===== config.mk =====
export PLATFORM = sky130hd
export DESIGN_NAME = axi_ic_resp_rr
export DESIGN_NICKNAME = d
export VERILOG_FILES = /design/src/rtl/axi_ic_resp_rr.sv
export SDC_FILE = /design/constraint.sdc
export NUM_CORES = 1
export LEC_CHECK = 0
export ABC_AREA = 0
export CAP_MARGIN = 40
export CORE_ASPECT_RATIO = 1.5
export CORE_MARGIN = 1.5
export CORE_UTILIZATION = 39
export CTS_CLUSTER_DIAMETER = 40
export DETAILED_ROUTE_END_ITERATION = 10
export PLACE_DENSITY = 0.71
export SYNTH_ARGS = -nofsm -noshare
export SYNTH_HDL_FRONTEND = slang
export SYNTH_SLANG_ARGS = --single-unit

===== constraint.sdc =====
create_clock -name clk -period 6.1 [get_ports clk]
set_input_delay 1.22 -clock clk [delete_from_list [all_inputs] [get_ports clk]]
set_output_delay 1.22 -clock clk [all_outputs]
set_load 0.02 [all_outputs]

===== src/rtl/axi_ic_resp_rr.sv =====
// axi_ic_resp_rr: AXI read-response router for the interconnect.
// Slave R beats are steered to the master named in the upper RID bits.
// Each master has a round-robin arbiter between slaves that holds a burst
// until RLAST, a 2-entry output FIFO, and an outstanding-read counter fed
// by its AR handshakes. Beats with no outstanding read are dropped and
// flagged on err_stray.
module axi_ic_resp_rr #(
  parameter  int MSTRS     = 2,
  parameter  int SLVS      = 4,
  parameter  int MSTR_BITS = 1,
  parameter  int ID_BITS   = 4,
  parameter  int DATA_BITS = 64,
  parameter  int OUTS_BITS = 3,
  localparam int SID_BITS  = ID_BITS + MSTR_BITS
) (
  input  logic                       clk,
  input  logic                       reset,
  input  logic [SLVS*SID_BITS-1:0]   S_RID,
  input  logic [SLVS*DATA_BITS-1:0]  S_RDATA,
  input  logic [SLVS*2-1:0]          S_RRESP,
  input  logic [SLVS-1:0]            S_RLAST,
  input  logic [SLVS-1:0]            S_RVALID,
  output logic [SLVS-1:0]            S_RREADY,
  output logic [MSTRS*ID_BITS-1:0]   M_RID,
  output logic [MSTRS*DATA_BITS-1:0] M_RDATA,
  output logic [MSTRS*2-1:0]         M_RRESP,
  output logic [MSTRS-1:0]           M_RLAST,
  output logic [MSTRS-1:0]           M_RVALID,
  input  logic [MSTRS-1:0]           M_RREADY,
  input  logic [MSTRS-1:0]           M_ARVALID,
  input  logic [MSTRS-1:0]           M_ARREADY,
  output logic [MSTRS-1:0]           cmd_full,
  output logic                       err_stray
);

  localparam int PTR_W  = (SLVS > 1) ? $clog2(SLVS) : 1;
  localparam int SCAN_W = PTR_W + 1;
  // FIFO entry layout: {rid, rdata, rresp, rlast}
  localparam int ENT_W  = ID_BITS + DATA_BITS + 2 + 1;

  // Target master index of every slave's current beat
  logic [SLVS*MSTR_BITS-1:0] w_tgt;
  // Per master m, bit m*SLVS+s: slave s requests m / slave s beat accepted by m
  logic [MSTRS*SLVS-1:0]     w_req_flat;
  logic [MSTRS*SLVS-1:0]     w_acc_flat;
  logic [SLVS-1:0]           w_any_req;
  logic [SLVS-1:0]           w_acc_any;
  logic [SLVS-1:0]           w_stray;
  logic                      r_err;

  genvar gi;

  generate
    for (gi = 0; gi < SLVS; gi++) begin : g_slv
      assign w_tgt[gi*MSTR_BITS +: MSTR_BITS] = S_RID[gi*SID_BITS + ID_BITS +: MSTR_BITS];
    end
  endgenerate

  // Fold per-master request/accept matrices down to per-slave flags
  always_comb begin
    w_any_req = '0;
    w_acc_any = '0;
    for (int s = 0; s < SLVS; s++) begin
      for (int m = 0; m < MSTRS; m++) begin
        w_any_req[s] = w_any_req[s] | w_req_flat[m*SLVS + s];
        w_acc_any[s] = w_acc_any[s] | w_acc_flat[m*SLVS + s];
      end
    end
  end

  // A valid beat nobody can take (bad index or no outstanding read) is stray
  assign w_stray  = S_RVALID & ~w_any_req;
  assign S_RREADY = w_acc_any | w_stray;

  // Stray indication is a registered one-cycle pulse
  always_ff @(posedge clk or posedge reset) begin
    if (reset) r_err <= 1'b0;
    else       r_err <= |w_stray;
  end

  assign err_stray = r_err;

  generate
    for (gi = 0; gi < MSTRS; gi++) begin : g_mstr
      logic [SLVS-1:0]      w_req;
      logic                 w_gnt_vld;
      logic [PTR_W-1:0]     w_gnt_idx;
      logic [SCAN_W-1:0]    w_scan;
      logic [PTR_W-1:0]     w_ptr_next;
      logic [ENT_W-1:0]     w_ent;
      logic [ENT_W-1:0]     w_head;
      logic                 w_push;
      logic                 w_pop;
      logic                 w_inc;
      logic                 w_dec;
      logic [OUTS_BITS-1:0] r_cnt;
      logic [PTR_W-1:0]     r_ptr;
      logic [PTR_W-1:0]     r_lock_slv;
      logic                 r_lock;
      logic [ENT_W-1:0]     r_buf [2];
      logic                 r_wr;
      logic                 r_rd;
      logic [1:0]           r_count;

      // Slaves routed here may only compete while a read is outstanding
      always_comb begin
        w_req = '0;
        for (int s = 0; s < SLVS; s++) begin
          w_req[s] = S_RVALID[s] && (w_tgt[s*MSTR_BITS +: MSTR_BITS] == MSTR_BITS'(gi))
                     && (r_cnt != '0);
        end
      end

      // Locked: stay on the burst owner. Unlocked: first requester at/after r_ptr.
      // The scan runs from the farthest offset down so the nearest one wins.
      always_comb begin
        w_gnt_vld = 1'b0;
        w_gnt_idx = r_ptr;
        w_scan    = '0;
        if (r_lock) begin
          w_gnt_idx = r_lock_slv;
          w_gnt_vld = w_req[r_lock_slv];
        end else begin
          for (int k = SLVS - 1; k >= 0; k--) begin
            w_scan = {1'b0, r_ptr} + SCAN_W'(k);
            if (w_scan >= SCAN_W'(SLVS)) w_scan = w_scan - SCAN_W'(SLVS);
            if (w_req[w_scan[PTR_W-1:0]]) begin
              w_gnt_vld = 1'b1;
              w_gnt_idx = w_scan[PTR_W-1:0];
            end
          end
        end
      end

      assign w_ent = {S_RID[32'(w_gnt_idx)*SID_BITS +: ID_BITS],
                      S_RDATA[32'(w_gnt_idx)*DATA_BITS +: DATA_BITS],
                      S_RRESP[32'(w_gnt_idx)*2 +: 2],
                      S_RLAST[w_gnt_idx]};

      assign w_push     = w_gnt_vld && (r_count != 2'd2);
      assign w_pop      = (r_count != 2'd0) && M_RREADY[gi];
      // AR handshakes at the saturation value are not counted
      assign w_inc      = M_ARVALID[gi] && M_ARREADY[gi] && (r_cnt != '1);
      assign w_dec      = w_push && w_ent[0];
      assign w_ptr_next = (w_gnt_idx == PTR_W'(SLVS - 1)) ? '0 : w_gnt_idx + 1'b1;

      assign w_req_flat[gi*SLVS +: SLVS] = w_req;
      assign w_acc_flat[gi*SLVS +: SLVS] = w_push ? (SLVS'(1) << w_gnt_idx) : '0;

      // FIFO storage, no reset needed: r_count qualifies every entry
      always_ff @(posedge clk) begin
        if (w_push) r_buf[r_wr] <= w_ent;
      end

      // FIFO pointers, arbitration state and outstanding-read counter
      always_ff @(posedge clk or posedge reset) begin
        if (reset) begin
          r_wr       <= 1'b0;
          r_rd       <= 1'b0;
          r_count    <= 2'd0;
          r_ptr      <= '0;
          r_lock     <= 1'b0;
          r_lock_slv <= '0;
          r_cnt      <= '0;
        end else begin
          if (w_push) r_wr <= ~r_wr;
          if (w_pop)  r_rd <= ~r_rd;
          r_count <= r_count + {1'b0, w_push} - {1'b0, w_pop};
          if (w_push) begin
            if (w_ent[0]) begin
              r_lock <= 1'b0;
              r_ptr  <= w_ptr_next;
            end else begin
              r_lock     <= 1'b1;
              r_lock_slv <= w_gnt_idx;
            end
          end
          case ({w_inc, w_dec})
            2'b10:   r_cnt <= r_cnt + 1'b1;
            2'b01:   r_cnt <= r_cnt - 1'b1;
            default: r_cnt <= r_cnt;
          endcase
        end
      end

      assign w_head = r_buf[r_rd];
      assign M_RID[gi*ID_BITS +: ID_BITS]       = w_head[ENT_W-1 -: ID_BITS];
      assign M_RDATA[gi*DATA_BITS +: DATA_BITS] = w_head[3 +: DATA_BITS];
      assign M_RRESP[gi*2 +: 2]                 = w_head[2:1];
      assign M_RLAST[gi]                        = w_head[0];
      assign M_RVALID[gi]                       = (r_count != 2'd0);
      assign cmd_full[gi]                       = (r_cnt == '1);
    end
  endgenerate

endmodule


==> flow_summary_export.csv, run 1 <==
group,metric,value,unit
clocking,clk-insertion-delay-late,0.53,ns
grt,grt_pass1_wl,95.5,mm
synth,yosysWarnings,0,
clocking,cts_sinks,309,
power_and_ir_drop,power,0.0176,W
route,first_iter_violations,1401,
synth,synth-edff-count,284,
synth,ys_ff_latch,309,
clocking,path_clk_slew,0.05,ns
placement,dp_hpwl,50.2,mm
clocking,cts_tree,"built",
grt,grt_max_degree,79,
worst_setup_path,r2r-start,"g_mstr[1].r_ptr[0]",
power_and_ir_drop,power_leakage,8.97,nW
worst_setup_path,reg2reg_slack,1.95,ns
worst_setup_path,startpoint_type,"input pin",
finish,drive_gt1_share,13.2,%
route,ant_nets,0,
route,drc,0,
route,finalWirelength,68.4,mm
floorplan,coreArea,42100,um^2
power_and_ir_drop,vdd_drop_max,0.000489,V
synth,ys_async_sr_fraction,8.09,%
timing,maxSlewHeadroom,36.7,%
timing,fin_crit_sh,96.0,%
synth,synth_mux_area_share,10.5,%
worst_setup_path,path_common_cell,"clkdlybuf4s50_1",
worst_setup_path,r2r_cells,15,
placement,routabilityCongestion,0.932,
worst_setup_path,critPathArrivalTime,4.64,ns
synth,synth_nets,1941,
timing,worst_pin_slew,0.949,ns
timing,finalClockSkew,0.0172,ns
synth,synthTopCellsByArea,"edfxtp_1 (51%), nand2_1 (13%), mux2_2 (9.6%)",
worst_setup_path,worst-setup-path-type,"input pin to output port",
timing,rsz0062_at_grt,"false",
worst_setup_path,r2r_end,"g_mstr[1].r_cnt[2]",
finish,area_growth,38.4,%
hold_path,min_from,"g_mstr[0].r_count[1]",
route,first_pass_iters,6,
floorplan,start_util,39.7,%
route,dr_total_vias,14900,
grt,track_usage,30.2,%
synth,synth_adder_area_share,1.29,%
grt,grt_pass1_vias,14800,
synth,synth_top_area_cell,"edfxtp_1",
timing,report.final.setup_viol,0,
grt,grt_overflow,0,
hold_path,hp-class,"flip-flop to flip-flop",
synth,synth_flop_cell,"edfxtp_1",
synth,synthSimpleGateAreaFrac,20.6,%
clocking,ctsResizeCount,0,
floorplan,die_area,44200,um^2
clocking,postCtsHoldBufs,0,
clocking,clockBufferDepth,3,
run,timing.max_cap.violations,0,
synth,synth_cells,1625,
hold_path,hold_depth,1,
floorplan,ioPinCount,451,
synth,synth_top_area_share,51.0,%
synth,synth_compound_area_share,7.96,%
timing,max_freq,171,MHz
worst_setup_path,cpMaxStageDelayCell,"clkdlybuf4s50_1",
timing,maxSlewViolCount,0,
synth,synth_cell_type_count,68,
timing,period_needed,5.86,ns
floorplan,num_rows,92,
grt,antenna_found_initial,3,
worst_setup_path,worst_ep_required_time,4.88,ns
worst_setup_path,cp_cell_sequence,"clkdlybuf4s50_1, a22o_1, and3_1, nor4_2, mux2i_1, nand2_4, ha_1, a222oi_1, inv_1, clkdlybuf4s50_1",
timing,hold_viol,0,
worst_setup_path,end_kind,"output port",
placement,placement.io_buffers,450,
floorplan,die-height,257,um
synth,syn_area,16700,um^2
clocking,h-tree-depth,2,
placement,pre_cts_slack,0.302,ns
floorplan,dieWidth,172,um
clocking,root_buffer,"clkbuf_16",
timing,finalSetupTns,0,ns
worst_setup_path,cp_slowest_stage_delay,0.55,ns
route,wl_per_cell,25.9,um
synth,synth.avg_cell_area,10.3,um^2
finish,fin_nets,2358,
power_and_ir_drop,powerDensity,759,nW/um^2
hold_path,holdPathEnd,"g_mstr[0].r_count[1]",
route,via_per_inst,5.65,
worst_setup_path,critPathMaxFanout,16,
synth,synth-seq-area-share,54.7,%
synth,post_synth_xor_area_fraction,0.785,%
clocking,postCtsSetupBuffers,0,
clocking,numCtsBuffers,39,
status,outcome,"finished, final reports clean",
timing,layout_setup_ws,0.244,ns
synth,synth_top_family_by_area,"simple AND/OR/NAND/NOR gates",
## routing by layer
layer / GRT usage, % / vias up / share of wire (%)
met5: 0 / - / 0.015
met4: 21.5 / 2 / 8.0
met1: 30.3 / 7224 / 33
met3: 5.26 / 178 / 7.9
met2: 55.0 / 845 / 51
li1: - / 6656 / -
## worst max-delay path by stage
stage | start | depth (start not counted) | endpoint
2_1_floorplan | S_RID[4] | 7 | g_mstr[0].r_buf[0][0]
3_3_place_gp | S_RVALID[0] | 10 | S_RREADY[2]
4_1_cts | S_RVALID[0] | 10 | S_RREADY[2]
6_report | S_RVALID[0] | 10 | S_RREADY[2]
5_1_grt | S_RVALID[0] | 10 | S_RREADY[2]
3_5_place_dp | S_RVALID[0] | 10 | S_RREADY[2]
## placed cells by master (no fill, tap or decap), types with 4 or more instances in the layout
cell type	instances
nand2_1	582
clkdlybuf4s50_1	450
edfxtp_1	284
and3_1	145
mux2_2	142
a31oi_1	140
clkbuf_16	41
buf_4	38
inv_1	23
dfrtp_1	23
nor2_1	14
ha_1	14
o21ai_0	10
xor2_1	9
and2_1	8
clkinv_2	8
a21oi_1	7
inv_6	6
xnor2_1	6
mux2i_1	6
a222oi_1	6
nor2b_1	5
clkinv_4	5
nand2b_1	4
nand3_1	4
a22oi_1	4
clkbuf_1	4
bufinv_16	4
buf_16	4
## critical path, delay by kind of cell
kind / cells / cell delay, ns
buffers and inverters: 3 / 1.19
and+or+nand+nor: 3 / 0.76
AOI/OAI and AO/OA: 2 / 0.82
adders and majority gates: 1 / 0.27
muxes: 1 / 0.37
## cell type report
class                      count  area [um^2]
antenna                        2         5.00
clock buffer                  48         1080
clock inverter                23          258
fill                        3637        19000
inverter                      28          114
multi-input combinational   1171         6910
sequential                   309         9160
tap                          564          706
timing repair buffer         493         4920
## Yosys cell counts, types with 2 or more instances
library cell and n:
nand4b_1 2, a211oi_1 3, o2111ai_1 2, inv_1 23, o221ai_1 2, a222oi_1 6
a31oi_1 140, o311ai_1 2, nor3_1 3, o21ai_0 10, dfrtp_1 25, and2_1 10
buf_1 4, xnor2_1 6, mux2_1 3, buf_4 9, mux4_2 2, nand2b_1 4
xor2_1 9, nor2b_1 6, mux2_2 142, nand3_1 4, ha_1 14, buf_2 28
o21ai_1 2, nand3b_1 3, a211o_1 3, a21oi_1 7, fa_1 2, and3_1 145
a22oi_1 4, clkbuf_1 64, nand2_1 583, inv_2 3, or3_1 2, mux2i_1 6
buf_6 12, edfxtp_1 284, a221o_1 3, nor2_1 15
## sequential cells by signal, summed over array words and instances, names as in the netlist
name	flops
g_mstr.r_count	4
err_stray	1
g_mstr.r_buf	284
g_mstr.r_rd	2
g_mstr.r_lock_slv	4
g_mstr.r_cnt	6
g_mstr.r_wr	2
g_mstr.r_ptr	4
g_mstr.r_lock	2
## logic make-up after synthesis
logic type	count (synthesis)
xor+xnor	15
simple gates	786
buf+inv	145
mux	154
fa+ha+maj	16
flops	309
compound gates	200
## report_power, final
part	leakage, nW	switching (W)	internal, W
registers	2.91	0.000427	0.00433
logic	5.39	0.00662	0.00381
clock network	0.666	0.000931	0.00145
## through the flow
stage | hold WS [ns] | utilization (%) | instance area, um^2 | std cells
after CTS | 0.476 | 54.9 | 23100 | 2636
after global placement | 0.460 | 51.5 | 21700 | 2559
after detailed placement | 0.464 | 51.8 | 21800 | 2565
after global routing | 0.500 | 55.0 | 23200 | 2638
final | 0.475 | 55.0 | 23200 | 2638
after floorplan | 0.446 | - | 16700 | 1625
(Power assumes the default switching activity.)
==> run 2: changes to the inputs <==
- DONT_BUFFER_PORTS: unset -> 1
- PLACE_DENSITY: 0.71 -> 0.57
==> flow_summary_export.csv, run 2 (synthesis results as in run 1) <==
group,metric,value,unit
clocking,cts_sinks,309,
finish,fillers,4000,
clocking,postCtsSetupBuffers,0,
route,wl_per_cell,30.5,um
clocking,root_buffer,"clkbuf_16",
route,finalWirelength,66.2,mm
finish,regArea,9160,um^2
timing,maxSlewHeadroom,45.0,%
worst_setup_path,r2r_cells,10,
finish,multi_input_area,6920,um^2
finish,largestRegisters,"g_mstr.r_buf: 284 flops, g_mstr.r_cnt: 6 flops",
clocking,ctsResizeCount,0,
timing,maxSlewViolCount,0,
floorplan,ioPinCount,451,
timing,report.final.setup_viol,0,
worst_setup_path,critPathArrivalTime,3.41,ns
finish,area_growth,10.3,%
floorplan,die_area,44200,um^2
grt,grt_overflow,0,
finish,fin_nets,1894,
worst_setup_path,end_kind,"output port",
worst_setup_path,startpoint_type,"input pin",
placement,routabilityCongestion,0.900,
timing,fin_crit_sh,75.8,%
floorplan,dieWidth,172,um
finish,layout_commonest_cell,"nand2_1",
placement,dp_hpwl,48.6,mm
floorplan,num_rows,92,
worst_setup_path,reg2reg_slack,1.91,ns
grt,grt_max_degree,98,
floorplan,die-height,257,um
timing,rsz0062_at_grt,"false",
route,dr_total_vias,12900,
clocking,postCtsHoldBufs,0,
route,first_iter_violations,1038,
worst_setup_path,r2r_end,"g_mstr[1].r_buf[1][18]",
timing,worst_pin_slew,0.825,ns
clocking,h-tree-depth,2,
timing,max_freq,216,MHz
timing,finalSetupTns,0,ns
clocking,clk-insertion-delay-late,0.54,ns
timing,hold_viol,0,
grt,track_usage,29.1,%
hold_path,hp-class,"flip-flop to flip-flop",
grt,grt_pass1_vias,12600,
status,outcome,"finished, final reports clean",
worst_setup_path,worst-setup-path-type,"input pin to output port",
finish,diodes,0,
worst_setup_path,r2r-start,"g_mstr[1].r_ptr[0]",
finish,drive_gt1_share,16.0,%
worst_setup_path,worst_ep_required_time,4.88,ns
floorplan,coreArea,42100,um^2
timing,finalClockSkew,0.0302,ns
clocking,cts_tree,"built",
route,ant_nets,0,
grt,antenna_found_initial,0,
floorplan,start_util,39.7,%
finish,largest_register,"g_mstr.r_buf",
route,drc,0,
route,first_pass_iters,5,
clocking,clockBufferDepth,3,
hold_path,min_from,"g_mstr[0].r_count[1]",
finish,layout_common_cells,"nand2_1 (582), edfxtp_1 (284), and3_1 (145)",
hold_path,hold_depth,1,
worst_setup_path,critPathMaxFanout,49,
clocking,numCtsBuffers,39,
grt,grt_pass1_wl,90.3,mm
timing,period_needed,4.63,ns
clocking,path_clk_slew,0.06,ns
run,timing.max_cap.violations,0,
hold_path,holdPathEnd,"g_mstr[0].r_count[1]",
route,via_per_inst,5.93,
finish,largest_reg_flops,284,
placement,placement.io_buffers,0,
run 2: cell count changes in the layout (fill, tap and decap cells not counted), moves of 2 or more:
cell             before  now
clkinv_4              5    2
buf_16                4    2
clkbuf_8              3    0
buf_4                38   25
diode_2               2    0
clkdlybuf4s50_1     450    0
clkinvlp_4            0    3
run 2: worst max-delay path by stage:
stage / from / end / slack [ns] / depth (start not counted)
floorplan: S_RID[4] / g_mstr[0].r_buf[0][0] / 0.05 / 7
global placement: S_RID[9] / g_mstr[0].r_cnt[2] / 1.53 / 14
detailed placement: S_RVALID[2] / g_mstr[1].r_buf[0][18] / 1.48 / 10
CTS: g_mstr[0].r_cnt[2] / S_RREADY[2] / 1.48 / 8
global route: g_mstr[0].r_cnt[0] / S_RREADY[1] / 1.23 / 8
finish: S_RID[4] / S_RREADY[3] / 1.47 / 8
run 2: metal layers:
layer	part of all wire [%]	up-vias	track usage [%]
met3	9.6	142	7.76
li1	-	5716	-
met5	0	-	0
met1	32	6319	28.7
met4	7.9	0	20.5
met2	51	690	52.0
run 2: stage by stage:
| stage | cells | setup slack, ns | util, % | instance area, um^2 | hold WS [ns] |
|---|---|---|---|---|---|
| after floorplan | 1625 | 0.0528 | - | 16700 | 0.446 |
| after global placement | 2096 | 1.53 | 40.6 | 17100 | 0.463 |
| after detailed placement | 2101 | 1.48 | 40.8 | 17200 | 0.469 |
| after CTS | 2169 | 1.48 | 43.8 | 18500 | 0.481 |
| after global routing | 2169 | 1.23 | 43.8 | 18500 | 0.484 |
| final | 2169 | 1.47 | 43.8 | 18500 | 0.472 |
run 2: worst max-delay path, stage by stage:
cell,delay (ns)
nand2b_1,0.19
a21boi_0,0.24
a2bb2oi_1,0.18
o31a_2,0.50
inv_6,0.26
ha_1,0.29
a222oi_1,0.31
inv_1,0.19
run 2: final cells by class:
type,instances,share of cell area (%)
Clock inverter,22,1.24
Clock buffer,46,5.66
Timing Repair Buffer,29,1.53
Multi-Input combinational cell,1171,37.5
Sequential cell,309,49.6
Inverter,28,0.617
Tap cell,564,3.82
Power of run 2 is not shown: default switching activity piles up to over one toggle a cycle in this logic, so the estimate is an artifact.
==> run 3: changes to the inputs <==
- clock period: 6.1 -> 4.57 ns (I/O delays scaled with it)
==> flow_summary_export.csv, run 3 (synthesis results as in run 1) <==
group,metric,value,unit
finish,largestRegisters,"g_mstr.r_buf: 284 flops, g_mstr.r_cnt: 6 flops",
clocking,postCtsSetupBuffers,0,
floorplan,ioPinCount,451,
worst_setup_path,r2r_cells,8,
route,wl_per_cell,30.0,um
clocking,path_clk_slew,0.06,ns
grt,grt_pass1_wl,90.0,mm
clocking,clockBufferDepth,3,
route,drc,0,
clocking,h-tree-depth,2,
worst_setup_path,crit_family,"compound AO/OA/AOI/OAI gates",
worst_setup_path,worst-setup-path-type,"flip-flop to output port",
route,dr_total_vias,13000,
timing,fin_crit_sh,93.6,%
finish,fillers,3992,
worst_setup_path,crit_cells,9,
clocking,clk-insertion-delay-late,0.54,ns
timing,finalClockSkew,0.0185,ns
timing,maxSlewHeadroom,37.0,%
status,outcome,"finished, final reports clean",
placement,routabilityCongestion,0.938,
route,first_iter_violations,1140,
placement,placement.io_buffers,0,
grt,grt_max_degree,96,
timing,report.final.setup_viol,0,
finish,layout_commonest_cell,"nand2_1",
timing,worst_pin_slew,0.945,ns
clocking,ctsResizeCount,0,
worst_setup_path,startpoint_type,"flip-flop",
finish,largest_reg_flops,284,
timing,maxSlewViolCount,0,
placement,dp_hpwl,48.3,mm
worst_setup_path,end_kind,"output port",
clocking,root_buffer,"clkbuf_16",
clocking,numCtsBuffers,38,
worst_setup_path,worst_ep_required_time,3.66,ns
finish,largest_register,"g_mstr.r_buf",
finish,layout_common_cells,"nand2_1 (582), edfxtp_1 (284), and3_1 (145)",
finish,fin_nets,1904,
run,timing.max_cap.violations,0,
grt,grt_overflow,0,
floorplan,die-height,257,um
worst_setup_path,critPathMaxFanout,20,
floorplan,coreArea,42100,um^2
route,finalWirelength,65.4,mm
floorplan,num_rows,92,
timing,max_freq,234,MHz
route,ant_nets,0,
worst_setup_path,critPathArrivalTime,3.36,ns
finish,area_growth,10.9,%
route,via_per_inst,5.97,
timing,hold_viol,0,
timing,rsz0062_at_grt,"false",
floorplan,dieWidth,172,um
grt,grt_pass1_vias,12700,
route,first_pass_iters,8,
clocking,cts_sinks,309,
worst_setup_path,critPathBufInv,2,
grt,antenna_found_initial,1,
hold_path,hp-class,"input pin to asynchronous set/reset pin",
worst_setup_path,cp_cell_sequence,"nand2_1, o32ai_1, nor4_2, mux2i_1, nand2_4, inv_2, ha_1, a222oi_1, inv_1",
floorplan,start_util,39.7,%
floorplan,die_area,44200,um^2
clocking,cts_tree,"built",
worst_setup_path,cp_slowest_stage_delay,0.64,ns
timing,finalSetupTns,0,ns
grt,track_usage,28.9,%
finish,drive_gt1_share,16.4,%
timing,period_needed,4.28,ns
worst_setup_path,cpMaxStageDelayCell,"dfrtp_1",
clocking,postCtsHoldBufs,0,
run 3: changes by cell type in the layout (fill, tap and decap cells not counted), sizes merged:
cell | previous run | this run
buf | 29 | 40
clkbuf | 46 | 43
clkinvlp | 3 | 5
bufinv | 3 | 4
clkinv | 12 | 13
diode | 0 | 1
run 3: stage by stage:
| stage | setup slack, ns | std cells | utilization, % | hold slack, ns | cell area, um^2 |
|---|---|---|---|---|---|
| 2_1_floorplan | 0.0396 | 1625 | - | 0.446 | 16700 |
| 3_3_place_gp | 0.446 | 2112 | 41.0 | 0.464 | 17300 |
| 3_5_place_dp | 0.380 | 2112 | 41.0 | 0.473 | 17300 |
| 4_1_cts | 0.283 | 2181 | 44.0 | 0.402 | 18600 |
| 5_1_grt | 0.112 | 2182 | 44.1 | 0.426 | 18600 |
| 6_report | 0.294 | 2182 | 44.1 | 0.409 | 18600 |
run 3: metal layers:
layer,track usage [%],vias to the layer above,wire length (um)
li1,-,5749,-
met1,26.7,6397,20000
met2,53.7,709,34300
met3,8.27,167,6350
met4,18.8,0,4750
met5,0,-,0
run 3: worst paths after layout:
check | startpoint | slack (ns) | end
worst min register to register | g_mstr[0].r_count[1] | 0.48 | g_mstr[0].r_count[1]
min in group clk | g_mstr[0].r_count[1] | 0.48 | g_mstr[0].r_count[1]
worst max-delay path | g_mstr[1].r_ptr[0] | 0.29 | S_RREADY[3]
worst max register to register | g_mstr[0].r_cnt[2] | 0.62 | g_mstr[0].r_buf[0][1]
worst min-delay path | reset | 0.41 | g_mstr[0].r_ptr[0]
max in group asynchronous | reset | 3.49 | g_mstr[0].r_rd
run 3: area by class of cell:
class / count / area (um^2) / area share [%]
clock buffers: 43 / 970 / 5.22
inverters: 28 / 114 / 0.613
repair buffers: 40 / 400 / 2.16
well taps: 564 / 706 / 3.80
flip-flops and latches: 309 / 9160 / 49.4
multi-input cells: 1171 / 6910 / 37.2
clock inverters: 26 / 298 / 1.60
diodes: 1 / 2.50 / 0.0135
Power of run 3 is left out for the same reason.
